## src/rtl/mem_port_arbiter_if.sv

```systemverilog
// Bundles the requester channels and the external memory handshake of mem_port_arbiter.
// slave: the arbiter's view; master: the requester/memory environment's view.
// Packed per-channel payloads: channel i sits at [i*W +: W].
interface mem_port_arbiter_if #(
  parameter int NPORTS = 2,
  parameter int DATA_W = 32,
  parameter int ADDR_W = 32
);
  logic [NPORTS-1:0]        req_valid;
  logic [NPORTS-1:0]        req_wr;
  logic [NPORTS*ADDR_W-1:0] req_addr;
  logic [NPORTS*DATA_W-1:0] req_wdata;
  logic [NPORTS-1:0]        req_ready;
  logic [NPORTS-1:0]        rsp_valid;
  logic [DATA_W-1:0]        rsp_rdata;
  logic                     rsp_err;
  logic [ADDR_W-1:0]        addr;
  logic [DATA_W-1:0]        data_in;
  logic [DATA_W-1:0]        data_out;
  logic                     omem_re;
  logic                     omem_wr;
  logic                     mem_ready;

  modport slave (
    input  req_valid, req_wr, req_addr, req_wdata, data_out, mem_ready,
    output req_ready, rsp_valid, rsp_rdata, rsp_err, addr, data_in, omem_re, omem_wr
  );

  modport master (
    output req_valid, req_wr, req_addr, req_wdata, data_out, mem_ready,
    input  req_ready, rsp_valid, rsp_rdata, rsp_err, addr, data_in, omem_re, omem_wr
  );
endinterface

```

## src/rtl/mem_port_arbiter.sv

```systemverilog
// Purpose: arbitrates NPORTS load/store channels onto one external memory port (RR or fixed priority).
// Latency: accept in cycle 0, enables from cycle 1 until mem_ready/timeout, rsp_valid one cycle later.
// Backpressure: one access in flight; req_ready only pulses in IDLE, other requests wait un-acked.
module mem_port_arbiter #(
  parameter int NPORTS    = 2,
  parameter int DATA_W    = 32,
  parameter int ADDR_W    = 32,
  parameter int PRIO_MODE = 0,
  parameter int TIMEOUT   = 255
) (
  input logic               clk,
  input logic               rst,
  mem_port_arbiter_if.slave bus
);

  localparam int PW = (NPORTS > 1) ? $clog2(NPORTS) : 1;
  localparam int WW = (TIMEOUT > 0) ? $clog2(TIMEOUT + 1) : 1;

  typedef enum logic [1:0] {IDLE, ISSUE, RESP} state_t;

  typedef struct packed {
    logic              wr;
    logic [ADDR_W-1:0] addr;
    logic [DATA_W-1:0] wdata;
  } req_t;

  state_t            state, state_nxt;
  logic [PW-1:0]     ptr;
  logic [PW-1:0]     gnt_idx;
  logic              gnt_any;
  logic [PW-1:0]     cur_idx;
  req_t              cur;
  logic [WW-1:0]     wdog;
  logic              wd_expire;
  logic [DATA_W-1:0] rdata_q;
  logic              err_q;

  // Winner search: lowest index in fixed mode, first requester after ptr in RR mode.
  // Loops run from lowest to highest preference so the last hit wins.
  always_comb begin
    logic [PW-1:0] idx;
    gnt_any = 1'b0;
    gnt_idx = '0;
    idx     = '0;
    if (PRIO_MODE != 0) begin
      for (int i = NPORTS - 1; i >= 0; i--) begin
        if (bus.req_valid[i]) begin
          gnt_any = 1'b1;
          gnt_idx = PW'(i);
        end
      end
    end else begin
      for (int k = NPORTS; k >= 1; k--) begin
        idx = PW'((int'(ptr) + k) % NPORTS);
        if (bus.req_valid[idx]) begin
          gnt_any = 1'b1;
          gnt_idx = idx;
        end
      end
    end
  end

  // The count reaches TIMEOUT in this cycle if it already holds TIMEOUT-1.
  assign wd_expire = (TIMEOUT != 0) && ((int'(wdog) + 1) >= TIMEOUT);

  // State register.
  always_ff @(posedge clk or negedge rst) begin
    if (!rst) state <= IDLE;
    else      state <= state_nxt;
  end

  // Next state and the handshake outputs decoded from the current state.
  // req_ready is also gated by rst so no accept is signalled while held in reset.
  always_comb begin
    state_nxt     = state;
    bus.req_ready = '0;
    bus.rsp_valid = '0;
    bus.omem_re   = 1'b0;
    bus.omem_wr   = 1'b0;
    case (state)
      IDLE: begin
        if (gnt_any && rst) begin
          bus.req_ready[gnt_idx] = 1'b1;
          state_nxt              = ISSUE;
        end
      end
      ISSUE: begin
        bus.omem_re = ~cur.wr;
        bus.omem_wr = cur.wr;
        if (bus.mem_ready || wd_expire) state_nxt = RESP;
      end
      RESP: begin
        bus.rsp_valid[cur_idx] = 1'b1;
        state_nxt              = IDLE;
      end
      default: state_nxt = IDLE;
    endcase
  end

  // Request latch, RR pointer, watchdog and response capture.
  always_ff @(posedge clk or negedge rst) begin
    if (!rst) begin
      ptr     <= PW'(NPORTS - 1);
      cur_idx <= '0;
      cur     <= '0;
      wdog    <= '0;
      rdata_q <= '0;
      err_q   <= 1'b0;
    end else begin
      case (state)
        IDLE: begin
          if (gnt_any) begin
            cur.wr    <= bus.req_wr[gnt_idx];
            cur.addr  <= bus.req_addr[int'(gnt_idx) * ADDR_W +: ADDR_W];
            cur.wdata <= bus.req_wdata[int'(gnt_idx) * DATA_W +: DATA_W];
            cur_idx   <= gnt_idx;
            if (PRIO_MODE == 0) ptr <= gnt_idx;
          end
          wdog <= '0;
        end
        ISSUE: begin
          if (bus.mem_ready) begin
            rdata_q <= cur.wr ? '0 : bus.data_out;
            err_q   <= 1'b0;
            wdog    <= '0;
          end else if (wd_expire) begin
            rdata_q <= '0;
            err_q   <= 1'b1;
            wdog    <= '0;
          end else if (TIMEOUT != 0) begin
            wdog <= wdog + 1'b1;
          end
        end
        default: wdog <= '0;
      endcase
    end
  end

  assign bus.addr      = cur.addr;
  assign bus.data_in   = cur.wdata;
  assign bus.rsp_rdata = rdata_q;
  assign bus.rsp_err   = err_q;

endmodule

```

## src/flat_wrapper.sv

```systemverilog
// flat-port wrapper written by rule: the top's interface ports become plain ports
module mem_port_arbiter_flat 
#(
  parameter int NPORTS    = 2,
  parameter int DATA_W    = 32,
  parameter int ADDR_W    = 32,
  parameter int PRIO_MODE = 0,
  parameter int TIMEOUT   = 255
)
  (clk, rst, bus_req_valid, bus_req_wr, bus_req_addr, bus_req_wdata, bus_data_out, bus_mem_ready, bus_req_ready, bus_rsp_valid, bus_rsp_rdata, bus_rsp_err, bus_addr, bus_data_in, bus_omem_re, bus_omem_wr);
  mem_port_arbiter_if #(.NPORTS(NPORTS), .DATA_W(DATA_W), .ADDR_W(ADDR_W)) bus_i ();
  input logic clk;
  input logic rst;
  input wire logic [$bits(bus_i.req_valid)-1:0] bus_req_valid;
  input wire logic [$bits(bus_i.req_wr)-1:0] bus_req_wr;
  input wire logic [$bits(bus_i.req_addr)-1:0] bus_req_addr;
  input wire logic [$bits(bus_i.req_wdata)-1:0] bus_req_wdata;
  input wire logic [$bits(bus_i.data_out)-1:0] bus_data_out;
  input wire logic [$bits(bus_i.mem_ready)-1:0] bus_mem_ready;
  output wire logic [$bits(bus_i.req_ready)-1:0] bus_req_ready;
  output wire logic [$bits(bus_i.rsp_valid)-1:0] bus_rsp_valid;
  output wire logic [$bits(bus_i.rsp_rdata)-1:0] bus_rsp_rdata;
  output wire logic [$bits(bus_i.rsp_err)-1:0] bus_rsp_err;
  output wire logic [$bits(bus_i.addr)-1:0] bus_addr;
  output wire logic [$bits(bus_i.data_in)-1:0] bus_data_in;
  output wire logic [$bits(bus_i.omem_re)-1:0] bus_omem_re;
  output wire logic [$bits(bus_i.omem_wr)-1:0] bus_omem_wr;
  assign bus_i.req_valid = bus_req_valid;
  assign bus_i.req_wr = bus_req_wr;
  assign bus_i.req_addr = bus_req_addr;
  assign bus_i.req_wdata = bus_req_wdata;
  assign bus_i.data_out = bus_data_out;
  assign bus_i.mem_ready = bus_mem_ready;
  assign bus_req_ready = bus_i.req_ready;
  assign bus_rsp_valid = bus_i.rsp_valid;
  assign bus_rsp_rdata = bus_i.rsp_rdata;
  assign bus_rsp_err = bus_i.rsp_err;
  assign bus_addr = bus_i.addr;
  assign bus_data_in = bus_i.data_in;
  assign bus_omem_re = bus_i.omem_re;
  assign bus_omem_wr = bus_i.omem_wr;
  mem_port_arbiter #(.NPORTS(NPORTS), .DATA_W(DATA_W), .ADDR_W(ADDR_W), .PRIO_MODE(PRIO_MODE), .TIMEOUT(TIMEOUT)) u_core (.clk(clk), .rst(rst), .bus(bus_i));
endmodule
```

## config.mk

```make
export PLATFORM = sky130hd
export DESIGN_NAME = mem_port_arbiter_flat
export DESIGN_NICKNAME = d
export VERILOG_FILES = /design/src/rtl/mem_port_arbiter_if.sv /design/src/rtl/mem_port_arbiter.sv /design/src/flat_wrapper.sv
export SDC_FILE = /design/constraint.sdc
export NUM_CORES = 1
export LEC_CHECK = 0
export ABC_CLOCK_PERIOD_IN_PS = 3000
export CAP_MARGIN = 40
export CORE_MARGIN = 4
export CORE_UTILIZATION = 40
export CTS_CLUSTER_DIAMETER = 30
export DETAILED_ROUTE_END_ITERATION = 8
export GPL_TIMING_DRIVEN = 0
export PLACE_DENSITY_LB_ADDON = 0.15
export SETUP_SLACK_MARGIN = 0.5
export SKIP_LAST_GASP = 1
export SLEW_MARGIN = 20
export SYNTH_ARGS = -nofsm -noshare
export SYNTH_HDL_FRONTEND = slang
export SYNTH_SLANG_ARGS = --single-unit
```

## constraint.sdc

```tcl
create_clock -name clk -period 3 [get_ports clk]
set_input_delay 0.75 -clock clk [delete_from_list [all_inputs] [get_ports clk]]
set_output_delay 0.75 -clock clk [all_outputs]
set_load 0.01 [all_outputs]
```

-- After elaboration in Yosys (flattened, before gate mapping)
Index checks and enable logic that the tools add are counted.
- bits in registers: 110
- bits of input ports: 167
- output and inout port bits: 103
- logic and storage cells: 66
- add/sub/neg operators: 4
- $lt $le $gt $ge: 7
- equality and inequality tests: 4
- shift operators: 2
- muxes and demuxes: 30
- bitwise logic cells: 1
- reduce and logical (&&, ||, !) cells: 9
- operator list (kind ; count):
    64-bit by 7-bit variable part select with 32-bit output ; 2
    32-bit 2-to-1 mux ; 3
    32-bit by 9-bit >= comparator with 1-bit output (second input constant) ; 1
    8-bit 2-to-1 mux ; 3
    1-bit 2-to-1 mux ; 16
    2-bit 2-to-1 mux ; 5
    8-bit by 1-bit adder with 9-bit output (second input constant) ; 1
    8-bit by 1-bit adder with 8-bit output (second input constant) ; 1
    1-bit by 2-bit < comparator with 1-bit output (second input constant) ; 4
    2-bit AND reduction ; 3
    2-bit by 1-bit inequality test with 1-bit output (second input constant) ; 2
    2-bit one-hot mux with 2 select lines ; 1
    1-bit logical AND ; 3
    1-bit adder (second input constant) ; 2
    1-bit demux with 1-bit select ; 2
    2-bit by 1-bit equality test with 1-bit output (second input constant) ; 1
    2-bit equality test (second input constant) ; 1
    1-bit >= comparator (second input constant) ; 2
    2-bit logical NOT ; 1
    2-bit nonzero test ; 1
    1-bit logical OR ; 1
    1-bit inverter ; 1

-- Depth between registers and ports, before layout
Gate-level depths: netlist (run 1).
- depth after elaboration: 11
- depth in mapped cells: 8
- gate-level depth less buffers: 6

-- Worst setup path after synthesis (run 1)
Ideal clock, no wire load.
- path type: input to output
- start point: input port bus_req_valid[1]
- end point: output port bus_req_ready[0]
- data arrival time: 1.846 ns
- data required time: 2.250 ns
- slack: 0.404 ns
- cell stages on the path: 6
- path buffers: 3
- cells stage by stage: o21a_1 -> clkbuf_1 -> clkbuf_1 -> clkbuf_1 -> nand2_1 -> nor2_1
- cells in the longest elaborated chain, start to end: 10
- ends and longest elaborated chain (element ; line ; text):
    start: declaration ; flat_wrapper.sv:14 ; input wire logic [$bits(bus_i.req_valid)-1:0] bus_req_valid;
    1-bit 2-to-1 mux (not written as such) (2 in a row) ; mem_port_arbiter.sv:55 ; if (bus.req_valid[idx]) begin
    1-bit 2-to-1 mux (2 in a row) ; mem_port_arbiter.sv:55 ;
    1-bit by 2-bit < comparator with 1-bit output (not written as such) or 1-bit >= comparator (tied branches) ; mem_port_arbiter.sv:83 ; bus.req_ready[gnt_idx] = 1'b1;
    1-bit logical AND (not written as such) ; mem_port_arbiter.sv:83 ;
    1-bit 2-to-1 mux (not written as such) ; mem_port_arbiter.sv:83 ;
    1-bit demux with 1-bit select ; n/a ;
    2-bit 2-to-1 mux (*) ; mem_port_arbiter.sv:82 ; if (gnt_any && rst) begin
    2-bit 2-to-1 mux (*) ; mem_port_arbiter.sv:80 ; case (state)
    end: declaration ; flat_wrapper.sv:20 ; output wire logic [$bits(bus_i.req_ready)-1:0] bus_req_ready;
Mark *: on every way between the ends. The rest lies on a longest branch, timed or not. The select of a mux whose other input is x is not followed.

-- Worst setup path after layout (run 1)
- start point: register u_core.state[0]
- end point: output port bus_omem_wr
- cells in the longest elaborated chain, start to end: 2
- ends and longest elaborated chain (element ; line ; text):
    start: declaration ; mem_port_arbiter.sv:27 ; state_t state, state_nxt;
    start signal: assignment ; mem_port_arbiter.sv:69 ; else state <= state_nxt;
    2-bit by 1-bit equality test with 1-bit output ; mem_port_arbiter.sv:80 ;
    1-bit 2-to-1 mux ; mem_port_arbiter.sv:80 ;
    end: declaration ; flat_wrapper.sv:27 ; output wire logic [$bits(bus_i.omem_wr)-1:0] bus_omem_wr;
Every way passes these cells.

==> results of run 1 <==
per-stage QoR:
step	hold slack (ps)	setup TNS, ps	util (%)
2_1_floorplan	454	0	-
3_3_place_gp	482	-339000	64.3
6_report	369	0	68.4
5_1_grt	406	0	68.4
3_5_place_dp	486	-1990	64.5
4_1_cts	380	0	68.1
sequential cells by signal (all words and copies together) (netlist names):
register / count
u_core.state: 2
u_core.bus.data_in: 32
u_core.bus.addr: 32
u_core.bus.rsp_rdata: 32
u_core.wdog: 8
u_core.cur: 1
u_core.ptr: 1
u_core.bus.rsp_err: 1
u_core.cur_idx: 1
power by group through the flow:
stage | combinational [mW] | clock (mW) | sequential [mW]
detailed placement | 2.78 | 0 | 2.27
floorplan | 1.23 | 0 | 2.30
global placement | 2.73 | 0 | 2.24
CTS | 2.86 | 1.33 | 2.26
finish | 2.84 | 1.29 | 2.26
global route | 3.05 | 1.39 | 2.31
synthesized netlist by cell type:
cell type / instances / area, um^2
dfrtp_1: 109 / 2730
nor2_1: 80 / 300
a21oi_1: 68 / 340
mux2i_1: 66 / 661
buf_4: 64 / 480
a22o_1: 29 / 254
clkbuf_1: 21 / 78.8
buf_2: 6 / 30.0
nand2_1: 5 / 18.8
buf_6: 4 / 45.0
inv_1: 4 / 15.0
o21ai_0: 4 / 20.0
xor2_1: 4 / 35.0
a22o_2: 3 / 30.0
and3_1: 3 / 18.8
buf_1: 3 / 11.3
nand3_1: 3 / 15.0
a31oi_1: 2 / 12.5
and2_1: 2 / 12.5
ha_1: 2 / 25.0
nand4_1: 2 / 12.5
nand4b_1: 2 / 17.5
nor2b_1: 2 / 12.5
nor3b_1: 2 / 15.0
o211ai_1: 2 / 15.0
xnor2_1: 2 / 17.5
a211o_1: 1 / 8.76
a21boi_0: 1 / 7.51
a221o_2: 1 / 11.3
a32oi_1: 1 / 8.76
dfstp_2: 1 / 26.3
nand2b_1: 1 / 6.26
nand3b_1: 1 / 7.51
nor3_1: 1 / 5.00
nor4_1: 1 / 6.26
o211a_1: 1 / 10.0
o21a_1: 1 / 7.51
o31a_1: 1 / 8.76
routing by layer:
metal  global-route usage (%)  routed length [um]  vias to the layer above
li1                         -                   -                     2266
met2                     37.8                8540                      195
met3                     6.31                1330                       29
met5                        0                   0                        -
met1                     24.6                6250                     2264
met4                     9.07                 464                        0
logic make-up (layout without fill, tap and decap cells):
group / Yosys count / in the layout / share of synthesized area [%]
mux: 66 / 66 / 12.4
flops: 110 / 110 / 51.6
fa+ha+maj: 2 / 2 / 0.469
simple gates: 105 / 105 / 8.40
buf+inv: 102 / 397 / 12.4
compound gates: 115 / 115 / 13.8
xor+xnor: 6 / 6 / 0.985
other cells: 0 / 1 / 0
worst max-delay path by stage:
stage | to | from | cells after the start
floorplan | bus_req_ready[0] | bus_req_valid[1] | 6
global placement | bus_req_ready[1] | rst | 3
detailed placement | bus_req_ready[0] | bus_req_valid[1] | 8
CTS | bus_omem_wr | u_core.state[0] | 3
global route | bus_omem_wr | u_core.state[0] | 3
finish | bus_omem_wr | u_core.state[0] | 3
critical path: stages, from the launching register on:
cell,delay [ps]
dfrtp_2,430
nor2b_2,240
and2_1,150
clkdlybuf4s50_1,560
final cells by class:
type / instances / area (um^2) / area share, %
clock buffers: 9 / 225 / 2.57
flip-flops and latches: 110 / 2760 / 31.4
clock inverters: 7 / 98.8 / 1.13
diodes: 1 / 2.50 / 0.0285
plain buffers: 98 / 728 / 8.30
repair buffers: 279 / 2790 / 31.8
inverters: 4 / 15.0 / 0.171
well taps: 172 / 215 / 2.45
multi-input cells: 294 / 1940 / 22.2
timing repair:
action / in CTS / in global routing
setup endpoints to repair: 39 / 4
setup buffers: 7 / 1
hold buffers: 0 / 0
resized for setup: 45 / 5
pin swaps: 3 / 2
==> flow_summary.yaml, run 1 <==
status:
  status: "finished, final reports clean"
clocking:
  h-tree-depth: 3
  cts_buffers: 9
  cts-root-buf: "clkbuf_16"
  cts_tree: "built"
  clock_latency_ps: 350
  cts_sinks: 110
  clockBufferDepth: 2
  clk_pin_slew_worst_paths_ps: 70
floorplanning:
  die_y_um: 123
  die_area_um2: 15200
  ios: 270
  start_util_pct: 41.6
  dieWidth_um: 123
  core_region_area_um2: 12800
  placement_rows: 41
run:
  max_cap_violations: 0
grt:
  grt_usage_pct: 21.6
  grt_pass1_wl_um: 25200
  grt_pass1_vias: 5063
  antenna_found_initial: 1
  grt_start_max_net_pins: 59
  grt_overflow: 0
power_and_ir_drop:
  powerDensity_nw_per_um2: 728
  p_int_mw: 4.44
  p_switching_mw: 1.94
  swShare_pct: 30.4
  peakVddDrop_v: 0.000413
  clkPwrFrac_pct: 20.2
  combPwrFrac_pct: 44.4
  report.power.total_mw: 6.38
  seqPwrFrac_pct: 35.4
  p_leak_nw: 3.81
timing:
  worstMarginPinSlew_ps: 707
  maxSlewHeadroom_pct: 52.7
  fmax_mhz: 406
  clock_skew_ps: 9.83
  fin_crit_ps: 2460
  layout_setup_ws_ps: 537
  hold_viol_final: 0
  grt_setup_unrepaired: "yes"
  drv_slew: 0
  setup_viol: 0
  fin_crit_sh_pct: 82.1
finish:
  final_cells: 974
  drive_gt1_share_pct: 15.2
  layout_commonest_cell: "clkdlybuf4s50_1"
  n_fill_cell: 972
  final_nets: 965
  design_area_um2: 8770
  final_cell_mix: "clkdlybuf4s50_1 (263), dfrtp_1 (107), nor2_1 (78)"
  area_growth_pct: 64.4
yosys:
  synthCells: 506
  ys_seq_elements: 110
  postSynthAreaPerCell_um2: 10.5
  yosys_warnings: 0
  synth_cell_type_count: 38
  synth_seq_area_share_pct: 51.6
  syn-cell-area_um2: 5340
  synth_nets: 675
worst_setup_path:
  reg2reg_to: "u_core.bus.rsp_rdata[15]"
  worst_setup_path_start_kind: "flip-flop"
  cp_max_fo: 5
  r2r_setup_slack_ps: 760
  rr_worst_depth: 8
  timing.rr.start: "u_core.wdog[0]"
  worstSetupPathType: "flip-flop to output pin"
  crit_arrival_ps: 1710
  cp-end-kind: "output pin"
  cp_data_required_time_ps: 2250
place:
  hpwl_um: 12800
  place.gp.congestion: 0.830
  post-place-ws_ps: -914
  dpl-instance-area_um2: 8280
  placedCellCount: 948
  numPortBuffers: 269
routing:
  ant_nets: 0
  drcViolationCount: 0
  routedWlPerCell_um: 17.0
  drt-total-wl_um: 16600
  vias_per_cell: 4.88
  drt-initial-drc-count: 181
  firstDrtPassIters: 4
  vias: 4754
hold_path:
  hold_class: "input pin to async pin"
(Power assumes the default switching activity.)
==> inputs of run 2 (changes only) <==
- ABC_CLOCK_PERIOD_IN_PS: 3000 -> 2600
- clock period: 3 -> 2.6 ns (I/O delays scaled with it)
==> flow_summary.yaml, run 2 (same netlist as run 1, synthesis figures left out) <==
power_and_ir_drop:
  swShare_pct: 30.9
  seqPwrFrac_pct: 36.2
  p_leak_nw: 3.92
  p_switching_mw: 2.22
  clkPwrFrac_pct: 17.3
  peakVddDrop_v: 0.000414
  combPwrFrac_pct: 46.5
  powerDensity_nw_per_um2: 803
  p_int_mw: 4.96
place:
  place.gp.congestion: 0.800
  dpl-instance-area_um2: 8310
  hpwl_um: 12800
  numPortBuffers: 269
grt:
  antenna_found_initial: 0
  grt_usage_pct: 21.8
  grt_start_max_net_pins: 56
  grt_pass1_vias: 5160
  grt_overflow: 0
  grt_pass1_wl_um: 25600
worst_setup_path:
  cp_max_fo: 5
  worst_setup_path_start_kind: "flip-flop"
  cp_cell_sequence: "nor2_4 -> o21a_1 -> clkbuf_8 -> buf_8 -> clkbuf_16 -> nand2_4 -> nor2_4 -> buf_6"
  crit_arrival_ps: 1670
  critical_path.max_stage_delay_ps: 460
  critPathSlowestCell: "dfrtp_2"
  cp-end-kind: "output pin"
  crit_top_cell: "nor2_4"
  r2r_setup_slack_ps: 420
  worstSetupPathType: "flip-flop to output pin"
  cp_data_required_time_ps: 1950
floorplanning:
  dieWidth_um: 123
  start_util_pct: 41.6
  die_y_um: 123
  die_area_um2: 15200
  placement_rows: 41
  ios: 270
  core_region_area_um2: 12800
finish:
  layout_commonest_cell: "clkdlybuf4s50_1"
  diodes: 0
  design_area_um2: 8950
  final_cell_mix: "clkdlybuf4s50_1 (260), dfrtp_1 (106), buf_4 (87)"
  drive_gt1_share_pct: 17.8
  final_nets: 986
  area_growth_pct: 67.7
timing:
  grt_setup_unrepaired: "yes"
  clock_skew_ps: 6.85
  fin_hold_ws_ps: 160
  setup_viol: 0
  tns_ps: 0
  worstMarginPinSlew_ps: 742
  hold_viol_final: 0
  drv_slew: 0
  fmax_mhz: 431
  fin_crit_ps: 2320
  fin_crit_sh_pct: 89.2
  maxSlewHeadroom_pct: 50.6
clocking:
  cts_tree: "built"
  cts-root-buf: "clkbuf_16"
  clk_pin_slew_worst_paths_ps: 70
  clock_latency_ps: 340
  clockBufferDepth: 2
  cts_buffers: 9
  h-tree-depth: 3
  cts_sinks: 110
routing:
  routedWlPerCell_um: 17.0
  ant_nets: 0
  vias_per_cell: 4.86
  drt-total-wl_um: 16800
  vias: 4829
  firstDrtPassIters: 4
  drcViolationCount: 0
  drt-initial-drc-count: 200
hold_path:
  hold_class: "input pin to async pin"
run:
  max_cap_violations: 0
status:
  status: "finished, final reports clean"
## run 2: cell count changes in the layout (fill, tap and decap cells not counted), sizes merged, moves of 2 or more
cell,before,now
clkdlybuf4s50,263,260
bufinv,2,0
buf,93,112
clkdlybuf4s15,0,2
dlygate4sd2,0,2
## run 2: critical path, delay by kind of cell, from the launching register on
family,cells,cell delay [ps]
flops,1,460
buf+inv,4,450
simple gates,3,270
compound gates,1,140
## run 2: per-layer routing
layer / track usage (%) / vias up / wire [um]
met4: 7.54 / 0 / 299
met5: 0 / - / 0
met2: 39.2 / 199 / 8720
met1: 25.5 / 2298 / 6500
li1: - / 2313 / -
met3: 4.76 / 19 / 1320
## run 2: power by group through the flow
stage	clock [mW]	sequential [mW]	combinational [mW]
floorplan	0	2.66	1.43
global placement	0	2.59	3.17
detailed placement	0	2.61	3.24
CTS	1.25	2.60	3.38
global route	1.31	2.67	3.60
finish	1.24	2.60	3.34
## run 2: worst paths after layout
path	cells past startpoint	end	start
setup / recovery	8	bus_req_ready[0]	u_core.state[1]
hold / removal	1	u_core.bus.addr[17]	rst
setup reg to reg	8	u_core.bus.rsp_rdata[18]	u_core.wdog[0]
hold reg to reg	1	u_core.bus.rsp_rdata[29]	u_core.bus.rsp_rdata[29]
max in group asynchronous	2	u_core.bus.addr[30]	rst
min in group clk	2	u_core.ptr	bus_req_valid[0]
## run 2: timing repair
action | CTS | global route
buffers inserted | 21 | 4
hold buffers | 0 | 0
pin swaps | 9 | 7
gates resized for setup | 57 | 11
cloned | 5 | 0
setup endpoints to repair | 86 | 38
## run 2: area by class of cell
cell class,count,area [um^2]
Clock buffer,10,229
Sequential cell,110,2760
Timing Repair Buffer,299,2990
Fill cell,980,3880
Tap cell,172,215
Inverter,4,15.0
Multi-Input combinational cell,295,1980
Clock inverter,5,27.5
Buffer,98,736
## run 2: per-stage QoR
step	power, mW	setup WS [ps]	std cells	utilization [%]
after floorplan	4.09	505	506	-
after detailed placement	5.84	-743	948	64.8
final	7.18	280	993	69.8
after global routing	7.57	225	993	69.8
after global placement	5.76	-4070	947	64.5
after CTS	7.23	255	989	69.4
==> inputs of run 3 (changes only) <==
- ABC_AREA: default -> 1
- CORE_UTILIZATION: 40 -> 41
- REMOVE_ABC_BUFFERS: default -> 1
==> flow_summary.yaml, run 3 <==
power_and_ir_drop:
  p_leak_nw: 3.61
  p_switching_mw: 2.55
  powerDensity_nw_per_um2: 898
  peakVddDrop_v: 0.000372
  combPwrFrac_pct: 44.1
  clkPwrFrac_pct: 19.0
  p_int_mw: 4.87
  swShare_pct: 34.4
  report.power.total_mw: 7.43
  seqPwrFrac_pct: 36.9
yosys:
  synthArstFlopShare_pct: 100
  synth_top_family_by_area: "simple AND/OR/NAND/NOR gates"
  synth_flop_cell: "dfrtp_1"
  yosys_warnings: 0
  synth-compound-area-share_pct: 12.6
  ys_seq_elements: 110
  synthMuxAreaShare_pct: 0
  synthTopCellsByArea: "dfrtp_1 (50%), o21ai_0 (12%), nand2_1 (10%)"
  yosys.area.top_type_share_pct: 50.5
  synth_fa_ha_area_share_pct: 0.463
  synthTopCellsByCount: "nand2_1 (148), o21ai_0 (129), dfrtp_1 (109), nor2_1 (83), buf_4 (64)"
  yosys.area.top_type: "dfrtp_1"
  synth_seq_area_share_pct: 51.0
  synth_simple_gate_area_share_pct: 22.6
  synth_edf_count: 0
  synthCells: 655
  synth-xor-area-share_pct: 0
  postSynthAreaPerCell_um2: 8.25
  yosys.cell_count.top_type: "nand2_1"
  syn-cell-area_um2: 5400
  synth_cell_type_count: 27
routing:
  drt-total-wl_um: 18400
  drt-initial-drc-count: 302
  routedWlPerCell_um: 17.9
  vias_per_cell: 5.04
  drcViolationCount: 0
  vias: 5180
  firstDrtPassIters: 4
  ant_nets: 0
finish:
  final_cell_mix: "clkdlybuf4s50_1 (259), nand2_1 (145), o21ai_0 (129)"
  n_fill_cell: 1062
  layout_commonest_cell: "clkdlybuf4s50_1"
  multiInputGateArea_um2: 2010
  design_area_um2: 8270
  diodes: 0
  area_growth_pct: 53.1
  final_core_util_pct: 64.7
  final_nets: 1020
  drive_gt1_share_pct: 7.59
  regArea_um2: 2750
timing:
  fin_crit_sh_pct: 82.8
  fmax_mhz: 465
  setup_viol: 0
  worstMarginPinSlew_ps: 672
  grt_setup_unrepaired: "yes"
  maxSlewHeadroom_pct: 55.1
  drv_slew: 0
  fin_crit_ps: 2150
  clock_skew_ps: 9.07
  hold_viol_final: 0
  fin_hold_ws_ps: 170
grt:
  grt_start_max_net_pins: 75
  grt_overflow: 0
  grt_usage_pct: 24.1
  grt_pass1_vias: 5351
  grt_pass1_wl_um: 28100
  antenna_found_initial: 0
floorplanning:
  die_area_um2: 15100
  core_region_area_um2: 12800
  dieWidth_um: 123
  die_y_um: 123
  start_util_pct: 42.3
  ios: 270
  placement_rows: 41
place:
  hpwl_um: 12100
  dpl-instance-area_um2: 7800
  numPortBuffers: 269
  place.gp.congestion: 0.826
worst_setup_path:
  cp_data_required_time_ps: 1950
  cp-end-kind: "output pin"
  crit_arrival_ps: 1500
  cp_max_fo: 3
  worst_setup_path_start_kind: "flip-flop"
  worstSetupPathType: "flip-flop to output pin"
clocking:
  hold_buffers: 0
  h-tree-depth: 3
  cts_sinks: 110
  cts_buffers: 9
  clockBufferDepth: 2
  cts-root-buf: "clkbuf_16"
  cts_tree: "built"
  clk_pin_slew_worst_paths_ps: 70
  clock_latency_ps: 350
status:
  status: "finished, final reports clean"
hold_path:
  hold_class: "input pin to async pin"
run:
  max_cap_violations: 0
==> run 3: cell count changes after synthesis, moves of 4 or more <==
cell / before / now
nand2_1: 5 / 148
o21ai_0: 4 / 129
a21oi_1: 68 / 1
mux2i_1: 66 / 0
nand4_1: 2 / 32
a22o_1: 29 / 0
inv_1: 4 / 14
clkbuf_1: 21 / 30
nand2_2: 0 / 8
nand3_1: 3 / 7
xor2_1: 4 / 0
==> run 3: stage by stage <==
step                setup slack (ps)  TNS, ps  std cells
finish                           448        0       1028
global route                     397        0       1028
CTS                              358        0       1026
detailed placement             -1330   -11810        997
global placement               -5910  -784970        991
floorplan                      -2050  -135350        550
==> run 3: layout make-up <==
type / instances / share of cell area (%)
timing repair buffer: 286 / 35.0
tap: 172 / 2.60
sequential: 110 / 33.3
inverter: 16 / 0.984
clock inverter: 4 / 0.545
timing repair inverter: 2 / 0.212
multi-input combinational: 426 / 24.3
clock buffer: 12 / 3.10
==> run 3: worst max-delay path: stages (launching register included) <==
cell and delay [ps]:
dfstp_2 550, nand2_4 70, nand2_8 110, inv_16 40, buf_8 110, nor3_4 110
buf_2 160
==> run 3: cell families (layout without fill, tap and decap cells) <==
kind of cell	after synthesis	count (layout)
and+or+nand+nor	287	289
DFF	110	110
AOI/OAI and AO/OA	135	135
buffers and inverters	121	320
adders and majority gates	2	2
==> run 3: final timing paths <==
check / startpoint / end / slack [ps] / cells after the start
worst min-delay path: rst / u_core.bus.rsp_rdata[14] / 170 / 1
min in group clk: u_core.bus.rsp_rdata[0] / u_core.bus.rsp_rdata[0] / 470 / 2
worst max-delay path: u_core.ptr / bus_req_ready[0] / 450 / 6
worst max register to register: u_core.state[0] / u_core.bus.data_in[1] / 700 / 7
max in group asynchronous: rst / u_core.bus.addr[9] / 1760 / 2
worst min register to register: u_core.bus.rsp_rdata[0] / u_core.bus.rsp_rdata[0] / 470 / 2
==> run 3: power by group through the flow <==
stage               clock [mW]  sequential [mW]  combinational (mW)
finish                    1.41             2.74                3.28
global route              1.51             2.81                3.58
CTS                       1.44             2.74                3.30
detailed placement           0             2.75                3.18
global placement             0             2.72                3.09
floorplan                    0             3.02               0.839
==> run 3: repair_timing <==
| item | 4_1_cts | 5_1_grt |
|---|---|---|
| resized for setup | 33 | 7 |
| setup buffers | 9 | 2 |
| pin swaps | 4 | 3 |
| gates cloned | 4 | 0 |
| endpoints found under the setup margin | 107 | 13 |
==> run 3: routing by layer <==
layer,vias up,wire length (um),GRT usage (%)
met5,-,0,0
met4,0,567,9.24
met3,35,1920,8.80
met2,227,8810,40.5
met1,2436,7060,28.2
li1,2482,-,-
